**src/rtl/s1_sequenciador_pontos.sv**
```systemverilog
// s1_sequenciador_pontos
//   Scoring-phase controller for the S1 game datapath. After a start pulse it
//   walks the per-round error memory (MemErro) from address 0 up to the latched
//   last round, subtracting PENALIDADE points per error from a score that starts
//   at PONTOS_INICIAIS and saturates at 0. Pulses `pronto` when the walk ends.
//
//   Optional feature (macro S1_BONUS_PERFEITO_EN): a zero-error round adds BONUS
//   points, capped at PONTOS_INICIAIS, instead of leaving the score unchanged.
//
// Ports:
//   clock          system clock
//   reset          asynchronous, active-high reset
//   iniciar        start pulse, sampled only while idle
//   ultima_rodada  index of the last valid round, latched when the start is accepted
//   mem_endereco   MemErro read address (registered)
//   mem_dado       MemErro read data, valid MEM_LAT cycles after the address changes
//   pontos         running / final score
//   ocupado        high from CARREGA through FIM
//   pronto         one-cycle pulse while in FIM
//   db_estado      current state encoding
module s1_sequenciador_pontos #(
  parameter int unsigned ADDR_W          = 4,
  parameter int unsigned ERR_W           = 4,
  parameter int unsigned PONTOS_W        = 7,
  parameter int unsigned PONTOS_INICIAIS = 100,
  parameter int unsigned PENALIDADE      = 5,
  parameter int unsigned MEM_LAT         = 1,
  parameter int unsigned BONUS           = 2
) (
  input  logic                clock,
  input  logic                reset,
  input  logic                iniciar,
  input  logic [ADDR_W-1:0]   ultima_rodada,
  output logic [ADDR_W-1:0]   mem_endereco,
  input  logic [ERR_W-1:0]    mem_dado,
  output logic [PONTOS_W-1:0] pontos,
  output logic                ocupado,
  output logic                pronto,
  output logic [2:0]          db_estado
);

  // MEM_LAT is limited to 1..3, so a 2-bit wait counter is enough.
  localparam int unsigned CNT_W  = 2;
  // Wide enough that the penalty product and the bonus sum can never wrap.
  localparam int unsigned CALC_W = ERR_W + 32;

`ifdef S1_BONUS_PERFEITO_EN
  localparam bit BONUS_EN = 1'b1;
`else
  localparam bit BONUS_EN = 1'b0;
`endif

  typedef enum logic [2:0] {
    OCIOSO  = 3'd0,
    CARREGA = 3'd1,
    ESPERA  = 3'd2,
    ACUMULA = 3'd3,
    FIM     = 3'd4
  } estado_t;

  estado_t             state, state_next;
  logic [ADDR_W-1:0]   limite, limite_next;
  logic [ADDR_W-1:0]   endereco_next;
  logic [PONTOS_W-1:0] pontos_next, pontos_acum;
  logic [CNT_W-1:0]    cnt, cnt_next, cnt_inc;
  logic                ocupado_next, pronto_next;
  logic [CALC_W-1:0]   desconto, pontos_ext, pontos_bonus;

  // Score update for the current MemErro entry: saturating penalty, optional bonus.
  always_comb begin
    desconto     = CALC_W'(mem_dado) * CALC_W'(PENALIDADE);
    pontos_ext   = CALC_W'(pontos);
    pontos_bonus = pontos_ext + CALC_W'(BONUS);
    pontos_acum  = pontos;
    if (BONUS_EN && (mem_dado == '0)) begin
      if (pontos_bonus >= CALC_W'(PONTOS_INICIAIS)) begin
        pontos_acum = PONTOS_W'(PONTOS_INICIAIS);
      end else begin
        pontos_acum = PONTOS_W'(pontos_bonus);
      end
    end else if (desconto >= pontos_ext) begin
      pontos_acum = '0;
    end else begin
      pontos_acum = PONTOS_W'(pontos_ext - desconto);
    end
  end

  // Next-state and next-register logic.
  always_comb begin
    state_next    = state;
    limite_next   = limite;
    endereco_next = mem_endereco;
    pontos_next   = pontos;
    cnt_next      = cnt;
    cnt_inc       = cnt + CNT_W'(1);
    unique case (state)
      OCIOSO: begin
        if (iniciar) begin
          limite_next = ultima_rodada;
          state_next  = CARREGA;
        end
      end
      CARREGA: begin
        pontos_next   = PONTOS_W'(PONTOS_INICIAIS);
        endereco_next = '0;
        cnt_next      = '0;
        state_next    = ESPERA;
      end
      ESPERA: begin
        cnt_next = cnt_inc;
        if (cnt_inc == CNT_W'(MEM_LAT)) begin
          state_next = ACUMULA;
        end
      end
      ACUMULA: begin
        pontos_next = pontos_acum;
        // Terminate on equality so a full-range walk never wraps the address.
        if (mem_endereco == limite) begin
          state_next = FIM;
        end else begin
          endereco_next = mem_endereco + ADDR_W'(1);
          cnt_next      = '0;
          state_next    = ESPERA;
        end
      end
      FIM: begin
        state_next = OCIOSO;
      end
      default: begin
        state_next = OCIOSO;
      end
    endcase
    ocupado_next = (state_next != OCIOSO);
    pronto_next  = (state_next == FIM);
  end

  // State and datapath registers.
  always_ff @(posedge clock or posedge reset) begin
    if (reset) begin
      state        <= OCIOSO;
      limite       <= '0;
      mem_endereco <= '0;
      pontos       <= PONTOS_W'(PONTOS_INICIAIS);
      cnt          <= '0;
      ocupado      <= 1'b0;
      pronto       <= 1'b0;
    end else begin
      state        <= state_next;
      limite       <= limite_next;
      mem_endereco <= endereco_next;
      pontos       <= pontos_next;
      cnt          <= cnt_next;
      ocupado      <= ocupado_next;
      pronto       <= pronto_next;
    end
  end

  assign db_estado = state;

endmodule
```
**config.mk**
```make
export PLATFORM = sky130hd
export DESIGN_NAME = s1_sequenciador_pontos
export DESIGN_NICKNAME = d
export VERILOG_FILES = /design/src/rtl/s1_sequenciador_pontos.sv
export SDC_FILE = /design/constraint.sdc
export NUM_CORES = 1
export LEC_CHECK = 0
export BUFFER_PORTS_ARGS = -buffer_cell sky130_fd_sc_hd__buf_2
export CAP_MARGIN = 15
export CORE_MARGIN = 2
export CORE_UTILIZATION = 45
export CTS_BUF_LIST = sky130_fd_sc_hd__clkbuf_8 sky130_fd_sc_hd__clkbuf_16
export CTS_CLUSTER_SIZE = 24
export DETAILED_ROUTE_END_ITERATION = 8
export MAX_ROUTING_LAYER = met4
export PLACE_DENSITY_LB_ADDON = 0.15
export SYNTH_ARGS = -nofsm -noshare
export SYNTH_HDL_FRONTEND = slang
export SYNTH_SLANG_ARGS = --single-unit
export TNS_END_PERCENT = 1
```
**constraint.sdc**
```tcl
create_clock -name clock -period 1.8 [get_ports clock]
set_input_delay 0.18 -clock clock [delete_from_list [all_inputs] [get_ports clock]]
set_output_delay 0.18 -clock clock [all_outputs]
set_load 0.01 [all_outputs]
```
==> metrics <==
Final Skew=0.00212 ns; post-layout minimum cycle time=2.14 ns; DR iter-0 viols=62; Layout Utilization=63.1%; Leak=0.994 nW; share of synthesized area occupied by flip-flops and latches=36.3%; Sink Count=22; first-pass GRT wire length=6540 µm; final WL=3760 µm; Compound-Gate Fraction of Synth Area=19.7%; setup_tns=-1.89 ns; CP Max Fanout=6; GRT met3 Usage=4.35%; Post-synth ARST share=100%; Crit path top cell by count=ha_4; initial core utilization=46.1%; worst min-delay path category=input pin to flop; die height=62.3 µm; Final Hold Viols=0; GP Congestion=0.883; Req. time, crit path=2.01 ns; Power Density=1620 nW/µm²; EDFF count, synth=0; vias in the first global route=1,439; CTS H-tree lvls=1; slowest cell delay on critical path=0.53 ns; pin count of the biggest net entering global routing=23; CP max-delay cell=or4_4; Routed wire per std cell=14.6 µm; max frequency=0.468 GHz; Worst-path clk slew=0.08 ns; Rows=21; status=finished with violations; I/O Pins=27; Max-Cap Viols=0; P&R area growth vs syn=36.7%; Netlist cell types=45; Synth Warn #=0; final setup margin=-0.336 ns; switching part of the total=40.8%; via/cell ratio=5.36; Sequential Power Share=26.7%; GRT Residual Overflow=0; Top FF cell, synth=dfrtp_1; Synth Instances=157; Post-Syn Area per Cell=9.73 µm²; Final ANT Viol Nets=0; met2 Use GR=35.1%; XOR/XNOR Fraction of Synth Area=4.01%; post-synthesis mux area share=4.91%; WS Path Type=input pin to flop; cells along the critical path=buf_8, ha_4, ha_4, fa_2, inv_2, ha_4, nand2_4, a211oi_4, buf_6, or4_4, nand3_2; crit share post-route=119%; drt drc=0; Clk pwr share=13.7%; drt pass-1 iters=4; Die X=62.3 µm; Int Pwr=0.00200 W; Hold Path Origin=ultima_rodada[3]; n_diodes=0; Final Slew Violations=0; GRT Total Usage=21.3%; port buffer count=26; share of cells above drive strength 1=38.7%; violated checks=setup timing; Post-Syn Area=1530 µm²; Slew @ Worst Pin=0.342 ns; Final #Nets=239; Gate power share=59.6%; Skew-Pair Late Insertion Delay=0.26 ns; met1 GRT Util=28.2%; CTS tree=built; simple-gate portion of the synthesized area=17.6%; critical path startpoint=mem_dado[3]; Placed Area=1950 µm²; DIE AREA=3880 µm²; Synth Area in Adders=13.3%; gr busiest metal=met2; via count=1,383; CP Capture Type=flop; clock root buffer=clkbuf_8; DP Wirelength=2880 µm; Total Power=0.00338 W; P_sw=0.00138 W; number of setup violations in the final report=7; Final Instance Area=2090 µm²; CTS buffer count=3; Relative slew margins=77.2%; Worst IR Drop VDD=0.952 mV; Syn Nets=183; synthesized flop and latch total=22; Worst setup SP type=input pin; main combinational cell family by area after synthesis=compound AO/OA/AOI/OAI gates; initial antenna violation count=0; CTS Buffer Depth=2; worst r2r src=pontos[0]; RSZ-0062 raised after global routing=yes; crit path DAT=2.35 ns; core area=3310 µm²
## power groups by stage
stage | sequential [W] | combinational, W | clock [W]
floorplan | 0.000922 | 0.00121 | 0
global placement | 0.000894 | 0.00185 | 0
detailed placement | 0.000912 | 0.00191 | 0
CTS | 0.000905 | 0.00197 | 0.000473
global route | 0.000934 | 0.00221 | 0.000503
finish | 0.000903 | 0.00201 | 0.000463
## final timing paths
| kind | end | slack [ns] | cells after the start |
|---|---|---|---|
| setup / recovery | pontos[5] | -0.34 | 11 |
| hold / removal | limite[3] | 0.14 | 2 |
| setup reg to reg | pontos[4] | -0.24 | 8 |
| hold reg to reg | limite[0] | 0.53 | 1 |
| max in group asynchronous | pontos[5] | 1.03 | 4 |
| min in group asynchronous | db_estado[0] | 0.49 | 4 |
## per-stage QoR
stage               setup WS (ns)  instances  hold WS, ns
global placement           -0.765        251        0.222
detailed placement         -0.729        251        0.229
floorplan                  -0.405        157        0.167
global route               -0.396        258        0.137
finish                     -0.336        258        0.142
CTS                        -0.356        258        0.141
## state kept, by name, indices dropped and copies added (netlist names)
| signal | cells |
|---|---|
| cnt | 2 |
| db_estado | 3 |
| mem_endereco | 4 |
| limite | 4 |
| pontos | 7 |
| pronto | 1 |
| ocupado | 1 |
## cells by family after synthesis
group	count (synthesis)
AO/OA/AOI/OAI	40
XOR/XNOR	7
adder cells (fa/ha/maj)	15
buffers and inverters	16
flip-flops	22
multiplexers	7
AND/OR/NAND/NOR	50
## timing repair
action,CTS,global route
pin swaps,8,4
gates resized for setup,5,5
setup endpoints to repair,7,7
setup buffers,2,0
cloned,0,0
hold endpoints to repair,19,0
hold buffers,1,0
## worst max-delay path: cells and delay by family
family	cells	cell delay, ns
AOI/OAI and AO/OA	1	0.05
buffers and inverters	3	0.28
and+or+nand+nor	3	0.67
adders and majority gates	4	1.15
## layout make-up
| class | instances | area, µm² |
|---|---|---|
| Clock buffer | 3 | 41.3 |
| Clock inverter | 1 | 30.0 |
| Fill cell | 299 | 1220 |
| Inverter | 11 | 41.3 |
| Multi-Input combinational cell | 119 | 986 |
| Sequential cell | 22 | 554 |
| Tap cell | 46 | 57.6 |
| Timing Repair Buffer | 56 | 378 |
## synth_stat cells, types with 2 or more instances
library cell / count / area share (%)
dfrtp_1: 19 / 31
nand2_1: 14 / 3.4
ha_1: 13 / 11
nor2_1: 13 / 3.2
inv_1: 11 / 2.7
a21oi_1: 7 / 2.3
o21ai_0: 7 / 2.3
nor3_1: 6 / 2.0
xnor2_1: 6 / 3.4
buf_2: 4 / 1.3
mux2_2: 4 / 2.9
a211oi_1: 3 / 1.5
a21o_1: 3 / 1.5
dfstp_2: 3 / 5.2
mux2i_1: 3 / 2.0
nor3b_1: 3 / 1.5
o211ai_1: 3 / 1.5
a221o_1: 2 / 1.3
fa_1: 2 / 2.6
nand2b_1: 2 / 0.82
nand3_1: 2 / 0.66
o21a_1: 2 / 0.98
o21bai_1: 2 / 0.98
o2bb2ai_1: 2 / 1.1
## cells in the final DEF, fill, tap and decap left out, types with 4 or more instances in the layout
cell	synthesis	final
nor2_1	13	13
dfrtp_1	19	19
xnor2_1	6	6
buf_2	4	24
nand2_1	14	13
nor3_1	6	6
buf_4	0	28
a21oi_1	7	6
mux2_2	4	4
o21ai_0	7	5
ha_1	13	9
inv_1	11	10
## per-layer routing
layer,share of wire [%],up-vias
li1,-,681
met1,48,660
met2,47,40
met3,5.1,2
met4,0.32,0
met5,0,-
No activity file was read; power rests on OpenSTA's default activity.
